==> src/rtl/pong_ball_engine.sv <==
// Pong ball motion engine: tick-divided stepping, wall bounce, paddle hits with
// periodic speed-up, miss detection with score pulses and a post-score hold.
module pong_ball_engine #(
  parameter int SCREEN_W     = 640,
  parameter int SCREEN_H     = 480,
  parameter int BALL_SIZE    = 8,
  parameter int PADDLE_H     = 40,
  parameter int LEFT_PAD_X   = 100,
  parameter int RIGHT_PAD_X  = 540,
  parameter int TICK_DIV     = 262144,
  parameter int INIT_VX      = 5,
  parameter int INIT_VY      = 2,
  parameter int MAX_SPEED    = 7,
  parameter int SPEEDUP_HITS = 4,
  parameter int HOLD_TICKS   = 60
) (
  input  logic       clk,
  input  logic       reset,
  input  logic       enable,
  input  logic       serve,
  input  logic [9:0] left_paddle_y,
  input  logic [9:0] right_paddle_y,
  output logic [9:0] ball_x,
  output logic [9:0] ball_y,
  output logic       in_play,
  output logic       score_left,
  output logic       score_right
);

  localparam int TW    = (TICK_DIV > 1) ? $clog2(TICK_DIV) : 1;
  localparam int HW    = $clog2(SPEEDUP_HITS + 1);
  localparam int HOLDW = $clog2(HOLD_TICKS + 1);

  localparam logic [TW-1:0]    TICK_LAST = TW'(TICK_DIV - 1);
  localparam logic [HW-1:0]    HITS_TOP  = HW'(SPEEDUP_HITS);
  localparam logic [HOLDW-1:0] HOLD_LAST = HOLDW'(HOLD_TICKS - 1);

  localparam logic [9:0] CX = 10'((SCREEN_W - BALL_SIZE) / 2);
  localparam logic [9:0] CY = 10'((SCREEN_H - BALL_SIZE) / 2);

  localparam logic signed [11:0] BS_S    = 12'(BALL_SIZE);
  localparam logic signed [11:0] PH_S    = 12'(PADDLE_H);
  localparam logic signed [11:0] LPX_S   = 12'(LEFT_PAD_X);
  localparam logic signed [11:0] RPX_S   = 12'(RIGHT_PAD_X);
  localparam logic signed [11:0] XMAX_S  = 12'(SCREEN_W - BALL_SIZE);
  localparam logic signed [11:0] YMAX_S  = 12'(SCREEN_H - BALL_SIZE);
  localparam logic signed [11:0] IVX_S   = 12'(INIT_VX);
  localparam logic signed [11:0] IVY_S   = 12'(INIT_VY);
  localparam logic signed [11:0] MAXV_S  = 12'(MAX_SPEED);

  typedef enum logic [1:0] {IDLE, PLAY, SCORED} state_t;

  state_t              r_state, w_state_next;
  logic [TW-1:0]       r_tick, w_tick_next;
  logic [9:0]          r_x, w_x_next;
  logic [9:0]          r_y, w_y_next;
  logic signed [11:0]  r_vx, w_vx_next;
  logic signed [11:0]  r_vy, w_vy_next;
  logic [HW-1:0]       r_hits, w_hits_next;
  logic [HOLDW-1:0]    r_hold, w_hold_next;
  logic                r_dir, w_dir_next;
  logic                r_in_play, r_score_left, r_score_right;
  logic                w_score_left_next, w_score_right_next;

  logic                w_step;
  logic signed [11:0]  w_xs, w_nx, w_ny, w_lpy, w_rpy;
  logic signed [11:0]  w_vx_mag, w_vx_mag_next, w_vx_bounce;
  logic [HW-1:0]       w_hits_inc;
  logic                w_speedup, w_hit_r, w_hit_l;

  assign w_step = enable && (r_tick == TICK_LAST);
  assign w_xs   = signed'({2'b00, r_x});
  assign w_nx   = w_xs + r_vx;
  assign w_ny   = signed'({2'b00, r_y}) + r_vy;
  assign w_lpy  = signed'({2'b00, left_paddle_y});
  assign w_rpy  = signed'({2'b00, right_paddle_y});

  assign w_hit_r = !r_vx[11] && (r_vx != 12'sd0) &&
                   (w_xs + BS_S <= RPX_S) && (w_nx + BS_S >= RPX_S) &&
                   (w_ny + BS_S > w_rpy) && (w_ny < w_rpy + PH_S);
  assign w_hit_l = r_vx[11] && (w_xs >= LPX_S) && (w_nx <= LPX_S) &&
                   (w_ny + BS_S > w_lpy) && (w_ny < w_lpy + PH_S);

  // Every SPEEDUP_HITS-th hit bumps |vx| before the direction is reversed.
  assign w_hits_inc    = r_hits + HW'(1);
  assign w_speedup     = (w_hits_inc == HITS_TOP);
  assign w_vx_mag      = r_vx[11] ? -r_vx : r_vx;
  assign w_vx_mag_next = (w_speedup && (w_vx_mag < MAXV_S)) ? w_vx_mag + 12'sd1 : w_vx_mag;
  assign w_vx_bounce   = r_vx[11] ? w_vx_mag_next : -w_vx_mag_next;

  always_comb begin
    w_state_next       = r_state;
    w_tick_next        = r_tick;
    w_x_next           = r_x;
    w_y_next           = r_y;
    w_vx_next          = r_vx;
    w_vy_next          = r_vy;
    w_hits_next        = r_hits;
    w_hold_next        = r_hold;
    w_dir_next         = r_dir;
    w_score_left_next  = 1'b0;
    w_score_right_next = 1'b0;

    if (enable) begin
      w_tick_next = w_step ? '0 : r_tick + TW'(1);
    end

    case (r_state)
      IDLE: begin
        if (enable && serve) begin
          w_state_next = PLAY;
          w_vx_next    = r_dir ? -IVX_S : IVX_S;
          w_vy_next    = IVY_S;
          w_dir_next   = ~r_dir;
          w_hits_next  = '0;
          w_tick_next  = '0;
        end
      end
      PLAY: begin
        if (w_step) begin
          if (w_ny <= 12'sd0) begin
            w_y_next  = 10'd0;
            w_vy_next = -r_vy;
          end else if (w_ny >= YMAX_S) begin
            w_y_next  = YMAX_S[9:0];
            w_vy_next = -r_vy;
          end else begin
            w_y_next  = w_ny[9:0];
          end

          if (w_hit_r || w_hit_l) begin
            w_x_next    = w_hit_r ? 10'(RIGHT_PAD_X - BALL_SIZE) : LPX_S[9:0];
            w_vx_next   = w_vx_bounce;
            w_hits_next = w_speedup ? '0 : w_hits_inc;
          end else if (w_nx >= XMAX_S) begin
            w_x_next          = XMAX_S[9:0];
            w_score_left_next = 1'b1;
            w_state_next      = SCORED;
            w_hold_next       = '0;
          end else if (w_nx <= 12'sd0) begin
            w_x_next           = 10'd0;
            w_score_right_next = 1'b1;
            w_state_next       = SCORED;
            w_hold_next        = '0;
          end else begin
            w_x_next = w_nx[9:0];
          end
        end
      end
      SCORED: begin
        if (w_step) begin
          if (r_hold == HOLD_LAST) begin
            w_state_next = IDLE;
            w_x_next     = CX;
            w_y_next     = CY;
          end else begin
            w_hold_next = r_hold + HOLDW'(1);
          end
        end
      end
      default: w_state_next = IDLE;
    endcase
  end

  always_ff @(posedge clk) begin
    if (reset) begin
      r_state       <= IDLE;
      r_tick        <= '0;
      r_x           <= CX;
      r_y           <= CY;
      r_vx          <= '0;
      r_vy          <= '0;
      r_hits        <= '0;
      r_hold        <= '0;
      r_dir         <= 1'b0;
      r_in_play     <= 1'b0;
      r_score_left  <= 1'b0;
      r_score_right <= 1'b0;
    end else begin
      r_state       <= w_state_next;
      r_tick        <= w_tick_next;
      r_x           <= w_x_next;
      r_y           <= w_y_next;
      r_vx          <= w_vx_next;
      r_vy          <= w_vy_next;
      r_hits        <= w_hits_next;
      r_hold        <= w_hold_next;
      r_dir         <= w_dir_next;
      r_in_play     <= (w_state_next == PLAY);
      r_score_left  <= w_score_left_next;
      r_score_right <= w_score_right_next;
    end
  end

  assign ball_x      = r_x;
  assign ball_y      = r_y;
  assign in_play     = r_in_play;
  assign score_left  = r_score_left;
  assign score_right = r_score_right;

endmodule

==> config.mk <==
export PLATFORM = sky130hd
export DESIGN_NAME = pong_ball_engine
export DESIGN_NICKNAME = d
export VERILOG_FILES = /design/src/rtl/pong_ball_engine.sv
export SDC_FILE = /design/constraint.sdc
export NUM_CORES = 1
export LEC_CHECK = 0
export CAP_MARGIN = 20
export CORE_MARGIN = 4
export CORE_UTILIZATION = 30
export DETAILED_ROUTE_END_ITERATION = 8
export PLACE_DENSITY_LB_ADDON = 0.12
export SYNTH_ARGS = -nofsm -noshare
export SYNTH_HDL_FRONTEND = slang
export SYNTH_SLANG_ARGS = --single-unit
==> constraint.sdc <==
create_clock -name clk -period 4.69 [get_ports clk]
set_input_delay 0.469 -clock clk [delete_from_list [all_inputs] [get_ports clk]]
set_output_delay 0.469 -clock clk [all_outputs]
set_load 0.01 [all_outputs]
# Yosys cells after proc, flatten, opt, wreduce, memory -nomap -nowiden
# Index checks and enable logic that the tools add are counted.
[word_totals] register_bits=77 latchBits=0 ram_bits=0 romBits=0 input_bits=24 out_inout_bits=23 word_cells=135 mem_count=0
[classes] add_sub_neg=14 multipliers=0 div_mod_pow=0 n_lt_le_gt_ge=13 n_eq_ne=15 shift=0 muxes=53 n_bitwise=3 reduce_logical=25
[op_table] cell="$mux 12" n=11
[op_table] cell="$mux 10" n=12
[op_table] cell="$mux 18" n=4
[op_table] cell="$pmux 12 s2" n=2
[op_table] cell="$pmux 10 s2" n=2
[op_table] cell="$mux 6" n=6
[op_table] cell="$neg 12->12" n=3
[op_table] cell="$add 11x12->12" n=2
[op_table] cell="$add 12x5->12 const B" n=2
[op_table] cell="$ge 12x11->1 const B" n=2
[op_table] cell="$gt 12x11->1" n=2
[op_table] cell="$le 12x1->1 const B" n=2
[op_table] cell="$lt 12x12->1" n=2
[op_table] cell="$add 10x6->11 const B" n=2
[op_table] cell="$add 18x1->18 const B" n=1
[op_table] cell="$eq 18x18->1 const B" n=1
[op_table] cell="$mux 2" n=7
[op_table] cell="$ne 2x2->1 const B" n=7
[op_table] cell="$add 12x2->12 const B" n=1
[op_table] cell="$ge 12x10->1 const B" n=1
[op_table] cell="$le 12x8->1 const B" n=1
[op_table] cell="$logic_and 1x1->1" n=12
[op_table] cell="$lt 12x4->1 const B" n=1
[op_table] cell="$mux 3" n=4
[op_table] cell="other kinds (25)" n=33

# Longest topological paths before layout
[logic_depth] word_depth=11 mapped_depth=20 ltp_nobuf=18

# Least setup slack after synthesis
# No wires, ideal clock.
[synth_timing] path_kind="register -> register" start="register r_y[2], in the netlist ball_y[2]" end="register r_vx[1]" arrival_time_ns=4.009 t_required_ns=4.603 path_slack_ns=0.594 path_stages_with_launch=17 n_path_buf=1 synth_period_minus_slack_ns=4.096 cell_sequence="dfxtp_1 -> ha_1 -> a21oi_1 -> o21ai_1 -> and4b_1 -> nor3_1 -> inv_1 -> ha_1 -> a21o_1 -> a21o_1 -> a211o_1 -> a211oi_2 -> o21ai_2 -> or4_4 -> buf_6 -> a2111o_1 -> o31ai_1"
[synth_between] elab_chain_cells=8
[synth_rtl] element="start: declaration" line="56" text="logic [9:0] r_y, w_y_next;"
[synth_rtl] element="start signal: assignment" line="183" text="r_y <= w_y_next;"
[synth_rtl] element="$add 11x12->12 *" line="74" text="assign w_ny = signed'({2'b00, r_y}) + r_vy;"
[synth_rtl] element="$add 12x5->12" line="80, 82"
[synth_rtl] element="$gt 12x11->1 (on tied branches)" line="80, 82"
[synth_rtl] element="$logic_and 1x1->1 (on tied branches)" line="79, 81"
[synth_rtl] element="$logic_and 1x1->1 (on tied branches)" line="80, 82"
[synth_rtl] element="$logic_or 1x1->1 *" line="131" text="if (w_hit_r || w_hit_l) begin"
[synth_rtl] element="$ne 2x2->1 (no line) *"
[synth_rtl] element="$reduce_and 4->1 (no line) *"
[synth_rtl] element="end signal: assignment" line="184" text="r_vx <= w_vx_next;"
[synth_rtl] element="end: declaration" line="57" text="logic signed [11:0] r_vx, w_vx_next;"
# Every way passes the cells marked *; elsewhere a longest branch is shown, timed or not.
# A chain may end at the register's enable or synchronous reset.

# Worst setup path in the final report
[layout_timing] start="register r_vy[2]" end="register r_vx[6]"
[layout_between] elab_chain_cells=8
[layout_rtl] element="start: declaration" line="58" text="logic signed [11:0] r_vy, w_vy_next;"
[layout_rtl] element="start signal: assignment" line="185" text="r_vy <= w_vy_next;"
[layout_rtl] element="$add 11x12->12 *" line="74"
[layout_rtl] element="$add 12x5->12" line="80, 82"
[layout_rtl] element="$gt 12x11->1 (on tied branches)" line="80, 82"
[layout_rtl] element="$logic_and 1x1->1 (on tied branches)" line="79, 81"
[layout_rtl] element="$logic_and 1x1->1 (on tied branches)" line="80, 82"
[layout_rtl] element="$logic_or 1x1->1 *" line="131"
[layout_rtl] element="$ne 2x2->1 (no line) *"
[layout_rtl] element="$reduce_and 4->1 (no line) *"
# Marks and branches as above.

==> run metrics <==
status=finished, final reports clean; Post-CTS Setup Inserts=0; gp weighted congestion=0.829; CTS tree=built; Post-synth EDFFs=0; RSZ-0062 raised after global routing=true; Sw Pwr=0.688 mW; Num CTS Buffers=9; Die X=160 um; H-tree level count=3; vias in the first global route=6356; cell area power density=248 mW/mm2; Synth area leader=dfxtp_1; Async SR Flop Fraction=0; largest buffer count on any clock path=2; Crit Path Class=reg2reg; WL/cell=17.1 um; clock transition at the registers of the reported paths=0.06 ns; flop2flop setup slack=0.32 ns; vias per inst=5.39; worst-path cell chain=ha_1, a211oi_2, buf_4, o211a_1, o211a_4, clkinv_2, o311ai_4, nor2_1, xor2_1, ha_1, nand2_1, nor4_1, a211oi_1, o22ai_1, o21ai_2, or4_4, a22o_1, a32o_1; Synth Warn #=0; Primary FF master, synth=dfxtp_1; period utilization=0.932; Ports=47; share of layout cells above drive strength 1=0.103; Req. time, crit path=4.91 ns; Critical Path AT=4.59 ns; clock skew=0.0105 ns; Routed Antenna Nets=0; # DRC=0; PortBufs=46; Slew Viols, Final=0; Die Span Y=160 um; CP endpoint kind=flip-flop; Setup Viol. Count Final=0; total number of vias=6658; setup tns final=0 ns; synth cell count leaders=nor2_1, dfxtp_1, nand2_1; routed wire length=21100 um; Slew @ Worst Pin=0.748 ns; clock root buffer=clkbuf_16; final worst path period need=4.37 ns; Nets=1040; GRT Residual Overflow=0; post-CTS sizing=0; DR iter-0 viols=345; Area Overhead vs Synth=18.3%; Place WS=0.108 ns; most frequent cell after synthesis=nor2_1; Fin. Hold Viols=0; VDD IR max=0.000157 V; clock network latency to the later pin of the worst-skew pair=0.33 ns; switch share=0.337; setup ws final=0.319 ns; DPL Wire Length=16600 um; Max Cap Viol=0; Max FO, Critical Path=12; first-pass GRT wire length=34400 um; r2r worst-path depth=18; number of detailed-route iterations in the first pass=7; sequential share of power=0.334; crit-path max cell delay=0.53 ns; initial antenna violation count=1; TritonCTS Sinks=76; row count=55; Synth cell types=96; Hold Crit Endpoint=ball_y[4]$_SDFFE_PP0P_; largest net degree at the start of global routing=26; # diodes=0; core area=0.0227 mm2; number of hold buffers added after cts=0; post-synth top area share=0.219; synth top area cells=dfxtp_1, ha_1, xnor2_1, nor2_1, nand2_1; hold path depth=2; Max Fclk=229 MHz; Mapped Avg Cell Area=7.90 um2; CP Launch Point=r_vy[2]$_SDFFE_PP0P_; Syn Nets=976; HP Start=ball_y[4]$_SDFFE_PP0P_; P_leak=3.27 nW; Clock power frac=0.344; Internal=1.35 mW; CP max-delay cell=or4_4; Synth Cell Area=0.00696 mm2; Synth Register Bits=76; Starting Density=0.306; Slew Limit Headroom=0.500; Die ar.=0.0257 mm2; worst hold path class=reg2reg; Tot GR Track Use=0.162; worst hold slack=0.465 ns; post-synthesis sequential area ratio=0.219; Combinational Power Share=0.322; Critical R2R Capture=r_vx[6]$_SDFFE_PP0P_; Setup crit start kind=flip-flop; most frequent CP cell=ha_1; Synth Instances=881; Reg2Reg Launch Point=r_vy[2]$_SDFFE_PP0P_
[cells in the final DEF (no fill, tap or decap), drive strengths merged, types with 12 or more instances in the layout]
cell | Yosys | final
nand4 | 14 | 14
nand2 | 77 | 77
dfxtp | 76 | 76
nand3 | 35 | 35
o31ai | 14 | 14
xor2 | 28 | 28
o21ai | 55 | 55
nor2b | 12 | 12
buf | 7 | 33
a21o | 19 | 19
nor3 | 22 | 22
a21oi | 59 | 59
clkdlybuf4s50 | 0 | 46
a31oi | 18 | 18
xnor2 | 37 | 37
ha | 70 | 70
nor2 | 83 | 83
inv | 49 | 50
nor4 | 15 | 15
[flip-flops by register name, indices dropped and copies added (netlist names)]
signal,count
r_vx,12
r_state,2
ball_y,10
r_hold,6
in_play,1
ball_x,10
r_tick,18
r_vy,11
score_right,1
score_left,1
r_dir,1
r_hits,3
[worst max-delay path: cells and delay by family (launching register included)]
kind                       cells  cell delay (ns)
and+or+nand+nor                4             0.98
AOI/OAI and AO/OA              9             1.74
xor gates and xnor gates       1             0.18
DFF                            1             0.40
buffers and inverters          2             0.29
adders and majority gates      2             0.64
[power groups by stage]
stage	sequential [mW]	combinational, mW	clock (mW)
after floorplan	0.686	0.477	0
after global placement	0.697	0.660	0
after detailed placement	0.697	0.653	0
after CTS	0.683	0.657	0.725
after global routing	0.685	0.737	0.755
final	0.683	0.657	0.702
[logic make-up after synthesis]
logic type | count (synthesis) | share of synthesized area
DFF | 76 | 0.219
AOI/OAI and AO/OA | 266 | 0.279
muxes | 1 | 0.00144
and+or+nand+nor | 325 | 0.239
xor gates and xnor gates | 66 | 0.0888
buffers and inverters | 76 | 0.0444
adders and majority gates | 71 | 0.129
[layer usage]
metal  vias to the layer above  track usage  share of wire
li1                       3400            -              -
met4                         0       0.0352          0.015
met3                        19       0.0216          0.034
met5                         -            0              0
met2                       139        0.258           0.45
met1                      3100        0.234           0.50
[worst max path at each step]
stage,end,slack [ns]
2_1_floorplan,r_vx[1]$_SDFFE_PP0P_,0.59
3_3_place_gp,r_vx[8]$_SDFFE_PP0P_,0.16
3_5_place_dp,r_vx[7]$_SDFFE_PP0P_,0.11
4_1_cts,r_vx[7]$_SDFFE_PP0P_,0.07
5_1_grt,in_play$_SDFF_PP0_,-0.02
6_report,r_vx[6]$_SDFFE_PP0P_,0.32
[through the flow]
step | util | cells | area, um2 | total power, mW
after CTS | 0.361 | 1235 | 8210 | 2.06
after detailed placement | 0.348 | 1219 | 7900 | 1.35
after floorplan | - | 881 | 6960 | 1.16
after global placement | 0.348 | 1219 | 7900 | 1.36
after global routing | 0.362 | 1235 | 8230 | 2.18
final | 0.362 | 1235 | 8230 | 2.04
[cell type report]
class,count,area [um2]
Tap cell,285,357
Timing Repair Buffer,79,708
Fill cell,2355,14500
Clock buffer,11,243
Clock inverter,5,58.8
Multi-Input combinational cell,729,5150
Sequential cell,76,1520
Inverter,50,189
No activity file was read; power rests on OpenSTA's default activity.
